==> src/rtl/vga_scan_sequencer.sv <==
// vga_scan_sequencer: maps the DTG pixel stream onto world-map coordinates.
// A scaled map window of WORLD_COLS x WORLD_ROWS cells starts MARGIN pixels
// from the left edge. Coordinates come from incremental counters, so the
// module needs no divider on the main path. All outputs are registered and
// show the pixel that was presented one cycle earlier.
// Optional build macro: VGA_SCAN_SELFCHECK_EN. When it is defined, a checker
// compares the counters against a division of the DTG position and sets the
// sticky flag sync_err on any mismatch. When it is undefined, sync_err is 0.
//
// state      | meaning
// WAIT_FRAME | idle until pixel (0,0) arrives
// LEFT       | left margin of a line; waiting for column MARGIN
// MAP        | inside the map window; column counters advance every pixel
// LINE_DONE  | map row finished; waits for blanking to advance the row
module vga_scan_sequencer #(
    parameter int SCREEN_TO_WORLD_RATIO_COL = 6,
    parameter int SCREEN_TO_WORLD_RATIO_ROW = 6,
    parameter int WORLD_COLS                = 128,
    parameter int WORLD_ROWS                = 128,
    parameter int MARGIN                    = 128
) (
    input  logic        clk,
    input  logic        reset,
    input  logic        video_on,
    input  logic [11:0] pixel_row,
    input  logic [11:0] pixel_column,
    output logic [6:0]  world_row,
    output logic [6:0]  world_column,
    output logic [13:0] vid_addr,
    output logic        map_valid,
    output logic        frame_start,
    output logic        sync_err
);

    localparam int SCW = (SCREEN_TO_WORLD_RATIO_COL > 1) ? $clog2(SCREEN_TO_WORLD_RATIO_COL) : 1;
    localparam int SRW = (SCREEN_TO_WORLD_RATIO_ROW > 1) ? $clog2(SCREEN_TO_WORLD_RATIO_ROW) : 1;

    localparam logic [SCW-1:0] SUB_COL_LAST = SCW'(SCREEN_TO_WORLD_RATIO_COL - 1);
    localparam logic [SRW-1:0] SUB_ROW_LAST = SRW'(SCREEN_TO_WORLD_RATIO_ROW - 1);
    localparam logic [SCW-1:0] SUB_COL_ONE  = SCW'(1);
    localparam logic [SRW-1:0] SUB_ROW_ONE  = SRW'(1);
    localparam logic [6:0]     COL_LAST     = 7'(WORLD_COLS - 1);
    localparam logic [6:0]     ROW_LAST     = 7'(WORLD_ROWS - 1);
    localparam logic [11:0]    MARGIN_COL   = 12'(MARGIN);

    typedef enum logic [1:0] {
        S_WAIT_FRAME = 2'd0,
        S_LEFT       = 2'd1,
        S_MAP        = 2'd2,
        S_LINE_DONE  = 2'd3
    } state_t;

    state_t         state_q, state_d, st_eff;
    logic [SCW-1:0] sub_col_q, sub_col_d, cur_sub;
    logic [6:0]     col_q, col_d, cur_col;
    logic [SRW-1:0] sub_row_q, sub_row_d, sub_row_eff;
    logic [6:0]     row_q, row_d, row_eff;

    logic           frame_hit;
    logic           map_pix;
    logic           col_last;

    logic [6:0]     world_row_q, world_row_d;
    logic [6:0]     world_col_q, world_col_d;
    logic           map_valid_q, map_valid_d;
    logic           frame_start_q, frame_start_d;

    assign frame_hit = video_on && (pixel_row == 12'd0) && (pixel_column == 12'd0);

    // State and scan counters
    always_ff @(posedge clk) begin : state_reg
        if (reset) begin
            state_q   <= S_WAIT_FRAME;
            sub_col_q <= '0;
            col_q     <= '0;
            sub_row_q <= '0;
            row_q     <= '0;
        end else begin
            state_q   <= state_d;
            sub_col_q <= sub_col_d;
            col_q     <= col_d;
            sub_row_q <= sub_row_d;
            row_q     <= row_d;
        end
    end

    // Next state and counter update; pixel (0,0) overrides the current state
    // so a lost or aborted frame always resynchronises here.
    always_comb begin : next_state
        st_eff      = frame_hit ? S_LEFT : state_q;
        sub_row_eff = frame_hit ? '0 : sub_row_q;
        row_eff     = frame_hit ? '0 : row_q;
        // The pixel at column MARGIN is the first map pixel, handled with
        // freshly loaded column counters while the state is still LEFT.
        cur_sub     = (st_eff == S_MAP) ? sub_col_q : '0;
        cur_col     = (st_eff == S_MAP) ? col_q : '0;
        map_pix     = video_on && ((st_eff == S_MAP) ||
                                   ((st_eff == S_LEFT) && (pixel_column == MARGIN_COL)));
        col_last    = (cur_col == COL_LAST) && (cur_sub == SUB_COL_LAST);

        state_d     = st_eff;
        sub_col_d   = sub_col_q;
        col_d       = col_q;
        sub_row_d   = sub_row_eff;
        row_d       = row_eff;

        case (st_eff)
            S_LEFT, S_MAP: begin
                if (map_pix) begin
                    state_d = col_last ? S_LINE_DONE : S_MAP;
                    if (cur_sub == SUB_COL_LAST) begin
                        sub_col_d = '0;
                        col_d     = cur_col + 7'd1;
                    end else begin
                        sub_col_d = cur_sub + SUB_COL_ONE;
                        col_d     = cur_col;
                    end
                end else if (st_eff == S_MAP) begin
                    // video dropped inside the window: row position is lost
                    state_d = S_WAIT_FRAME;
                end
            end
            S_LINE_DONE: begin
                if (!video_on) begin
                    if (sub_row_eff == SUB_ROW_LAST) begin
                        sub_row_d = '0;
                        if (row_eff == ROW_LAST) begin
                            row_d   = '0;
                            state_d = S_WAIT_FRAME;
                        end else begin
                            row_d   = row_eff + 7'd1;
                            state_d = S_LEFT;
                        end
                    end else begin
                        sub_row_d = sub_row_eff + SUB_ROW_ONE;
                        state_d   = S_LEFT;
                    end
                end
            end
            default: begin
                state_d = st_eff;
            end
        endcase
    end

    // Output values for the pixel being processed this cycle
    always_comb begin : out_logic
        map_valid_d   = map_pix;
        world_row_d   = map_pix ? row_eff : '0;
        world_col_d   = map_pix ? cur_col : '0;
        frame_start_d = frame_hit;
    end

    // Output registers
    always_ff @(posedge clk) begin : out_reg
        if (reset) begin
            world_row_q   <= '0;
            world_col_q   <= '0;
            map_valid_q   <= 1'b0;
            frame_start_q <= 1'b0;
        end else begin
            world_row_q   <= world_row_d;
            world_col_q   <= world_col_d;
            map_valid_q   <= map_valid_d;
            frame_start_q <= frame_start_d;
        end
    end

    assign world_row    = world_row_q;
    assign world_column = world_col_q;
    assign vid_addr     = {world_row_q, world_col_q};
    assign map_valid    = map_valid_q;
    assign frame_start  = frame_start_q;

`ifdef VGA_SCAN_SELFCHECK_EN
    logic [11:0] exp_col;
    logic [11:0] exp_row;
    logic        mismatch;
    logic        sync_err_q;

    // Reference position by constant division, compared on every map pixel
    always_comb begin : self_check
        exp_col  = (pixel_column - MARGIN_COL) / 12'(SCREEN_TO_WORLD_RATIO_COL);
        exp_row  = pixel_row / 12'(SCREEN_TO_WORLD_RATIO_ROW);
        mismatch = map_pix && ((exp_col != {5'd0, cur_col}) || (exp_row != {5'd0, row_eff}));
    end

    // Sticky mismatch flag, cleared only by reset
    always_ff @(posedge clk) begin : sync_err_reg
        if (reset) begin
            sync_err_q <= 1'b0;
        end else if (mismatch) begin
            sync_err_q <= 1'b1;
        end
    end

    assign sync_err = sync_err_q;
`else
    assign sync_err = 1'b0;
`endif

endmodule

==> config.mk <==
export PLATFORM = sky130hd
export DESIGN_NAME = vga_scan_sequencer
export DESIGN_NICKNAME = d
export VERILOG_FILES = /design/src/rtl/vga_scan_sequencer.sv
export SDC_FILE = /design/constraint.sdc
export NUM_CORES = 1
export LEC_CHECK = 0
export CAP_MARGIN = 20
export CELL_PAD_IN_SITES_DETAIL_PLACEMENT = 1
export CELL_PAD_IN_SITES_GLOBAL_PLACEMENT = 1
export CORE_MARGIN = 2
export CORE_UTILIZATION = 35
export CTS_BUF_LIST = sky130_fd_sc_hd__clkbuf_8
export DETAILED_ROUTE_END_ITERATION = 8
export GPL_TIMING_DRIVEN = 0
export PLACE_DENSITY = 0.89
export RECOVER_POWER = 25
export SLEW_MARGIN = 20
export SYNTH_ARGS = -nofsm -noshare
export SYNTH_HDL_FRONTEND = slang
export SYNTH_SLANG_ARGS = --single-unit
==> constraint.sdc <==
create_clock -name clk -period 3.79 [get_ports clk]
set_input_delay 0.9475 -clock clk [delete_from_list [all_inputs] [get_ports clk]]
set_output_delay 0.9475 -clock clk [all_outputs]
set_load 0.005 [all_outputs]
==> reports/results.tsv <==
metric	value	unit
timing.clock.skew	3.87	ps
fmax	0.276	GHz
slew_headroom	59.8	%
power.ir.vdd_worst	0.000117	V
cts.root.buffer_cell	clkbuf_8	
floorplan.io_pins	58	
status	completed	
final_cell_area	0.00268	mm^2
worst_ep_required_time	4010	ps
min_period	3630	ps
clkLatencyLatePin	290	ps
h-tree-depth	2	
synth_top_cell_area_share	40.7	%
initial_core_util	36.3	%
async_flop_share	0	%
cts-buffers-inserted	5	
rr_worst_depth	10	
row_count	26	
groute.usage.overall	16.6	%
remaining_antenna_violation_count	0	
total_power	0.732	mW
crit_arrival	3850	ps
area_growth	43.4	%
port_buffers	56	
setup_tns	0	ps
hpwl_after_dpl	3.67	mm
first_iter_violations	68	
synth_top_cells_by_count	dfxtp_1, nor2_1, a21oi_1	
dieWidth	77.1	um
ys_dominant_reg_cell	dfxtp_1	
min-delay-path-class	flip-flop to flip-flop	
ys.warnings.count	0	
design.final.nets	316	
holdBufCountCts	0	
final_hold_viol_count	0	
finalSetupViolCount	0	
synth.top_cells.by_area	dfxtp_1, buf_4, ha_1	
pwr_density_cell	273	mW/mm^2
yosys.area.top_type	dfxtp_1	
power_leakage	1.08	nW
synth_enable_flop_cells	0	
p_clk_share	39.7	%
synth.ff_latch_count	38	
final_layout_size_suffix_gt1_share	15.5	%
postSynthCellCount	215	
route.detailed.vias_per_inst	5.17	
clkSlewWorstSetupHoldPaths	80	ps
net_count_after_synthesis	249	
netlist-cell-type-count	48	
clock-sinks	38	
p_comb_share	5.8	%
placeableCoreArea	0.00514	mm^2
vias_in_the_first_global_route	1822	
end_kind	flip-flop	
power_switching	0.159	mW
finalHoldWorstSlack	507	ps
clock_path_buffers	2	
mappedNetlistArea	0.00187	mm^2
route.detailed.drc	0	
place_congestion	0.834	
cellInternalPower	0.573	mW
floorplan.die_area	0.00594	mm^2
switching_share	21.8	%
routedWlPerCell	14.2	um
cts_tree	done	
worst_pin_slew	597	ps
total_global_routing_overflow	0	
power.share.sequential	54.5	%
max_cap_violations	0	
number_of_antenna_repair_diodes	0	
timing.final.crit_share	95.8	%
setup.worst_path.class	input port to flip-flop	
antenna_found_initial	0	
finalMaxSlewViolations	0	
drt-total-wl	5.00	mm
placedInstanceArea	0.00252	mm^2
syn-mean-instance-area	8.69	um^2
start_kind	input port	
floorplan.die.height	77.1	um
via_count	1824	
synth-seq-area-share	40.7	%
synth.most_common_cell	dfxtp_1	
holdPathStages	2	
drt-pass1-iter-count	4	
path_max_fanout	10	
grt_start_max_net_pins	13	
first_pass_grt_wire_length	8.09	mm
==> worst max-delay path, stage by stage <==
cell             delay [ps]
clkdlybuf4s50_1         440
nor4_4                  320
nand3_2                 170
or2_4                   320
nand2_2                 120
inv_1                    90
ha_2                    200
clkbuf_4                180
and2_1                  200
ha_1                    220
nand4b_1                160
nor2_1                   80
a21oi_1                 150
o21ai_0                 100
a21oi_1                 150
==> flip-flops by register name, indices dropped and copies added, names as in the netlist <==
name	count
col_q	7
frame_start	1
map_valid	1
row_q	7
state_q	2
sub_col_q	3
sub_row_q	3
world_column	7
world_row	7
==> area by class of cell <==
class	instances	area (um^2)
sequential	38	761
inverter	4	15.0
clock inverter	2	12.5
buffer	20	144
fill	639	2460
multi-input combinational	153	987
clock buffer	6	82.6
timing repair buffer	60	589
tap	70	87.6
==> cells in the final DEF, fill, tap and decap left out, types with 2 or more instances in the layout <==
| cell type | count |
|---|---|
| a21oi_1 | 16 |
| dlygate4sd3_1 | 16 |
| nand3_1 | 5 |
| dfxtp_1 | 38 |
| clkbuf_1 | 2 |
| nand4_1 | 5 |
| nor3b_1 | 2 |
| buf_4 | 19 |
| nand3b_1 | 3 |
| clkdlybuf4s50_1 | 39 |
| a21o_1 | 3 |
| nor3_1 | 11 |
| nand2b_1 | 2 |
| nand4b_1 | 2 |
| inv_1 | 4 |
| or3_1 | 3 |
| or2_4 | 2 |
| and2_1 | 10 |
| nor4_4 | 2 |
| nor2_2 | 2 |
| and3_1 | 11 |
| nor2_1 | 20 |
| clkbuf_8 | 6 |
| ha_1 | 6 |
| o21ai_0 | 7 |
| nand2_1 | 12 |
| nor4_1 | 5 |
==> repair_timing <==
| action | in CTS | in global routing |
|---|---|---|
| setup endpoints to repair | 4 | 7 |
| buffers inserted | 0 | 4 |
| resized for setup | 4 | 8 |
| pin swaps | 0 | 6 |
==> layer usage <==
layer | vias to the layer above | routed length (um) | track usage (%)
met1 | 866 | 2090 | 18.8
li1 | 884 | - | -
met3 | 8 | 261 | 3.29
met5 | - | 0 | 0
met4 | 0 | 82 | 6.61
met2 | 66 | 2570 | 30.4
==> final timing paths <==
path	start	slack, ps	endpoint
setup reg to reg	state_q[0]$_SDFF_PP0_	1460	col_q[6]$_SDFFE_PP0P_
setup / recovery	pixel_column[10]	160	col_q[4]$_SDFFE_PP0P_
hold / removal	sub_row_q[0]$_SDFF_PP0_	510	sub_row_q[0]$_SDFF_PP0_
hold reg to reg	sub_row_q[0]$_SDFF_PP0_	510	sub_row_q[0]$_SDFF_PP0_
==> per-stage QoR <==
step	cells	worst slack [ps]	utilization, %
floorplan	215	606	-
global placement	341	-420	49.0
detailed placement	341	-477	49.0
CTS	349	8.73	50.9
global route	353	-25.4	52.1
finish	353	161	52.1
==> cells by family (layout without fill, tap and decap cells) <==
family	Yosys count	after routing	synth area share, %
fa+ha+maj	7	7	4.69
xor+xnor	2	2	0.938
compound gates	37	37	12.2
simple gates	105	105	32.4
mux	1	1	0.536
other cells	1	1	0.201
flops	38	38	40.7
buf+inv	24	92	8.30
==> power groups by stage <==
stage                     registers [mW]  clock network [mW]  logic [mW]
after floorplan                    0.408                   0     0.00734
after global placement             0.408                   0      0.0390
after detailed placement           0.408                   0      0.0399
after CTS                          0.399               0.296      0.0397
after global routing               0.399               0.310      0.0454
final                              0.399               0.291      0.0424
(Power assumes the default switching activity.)
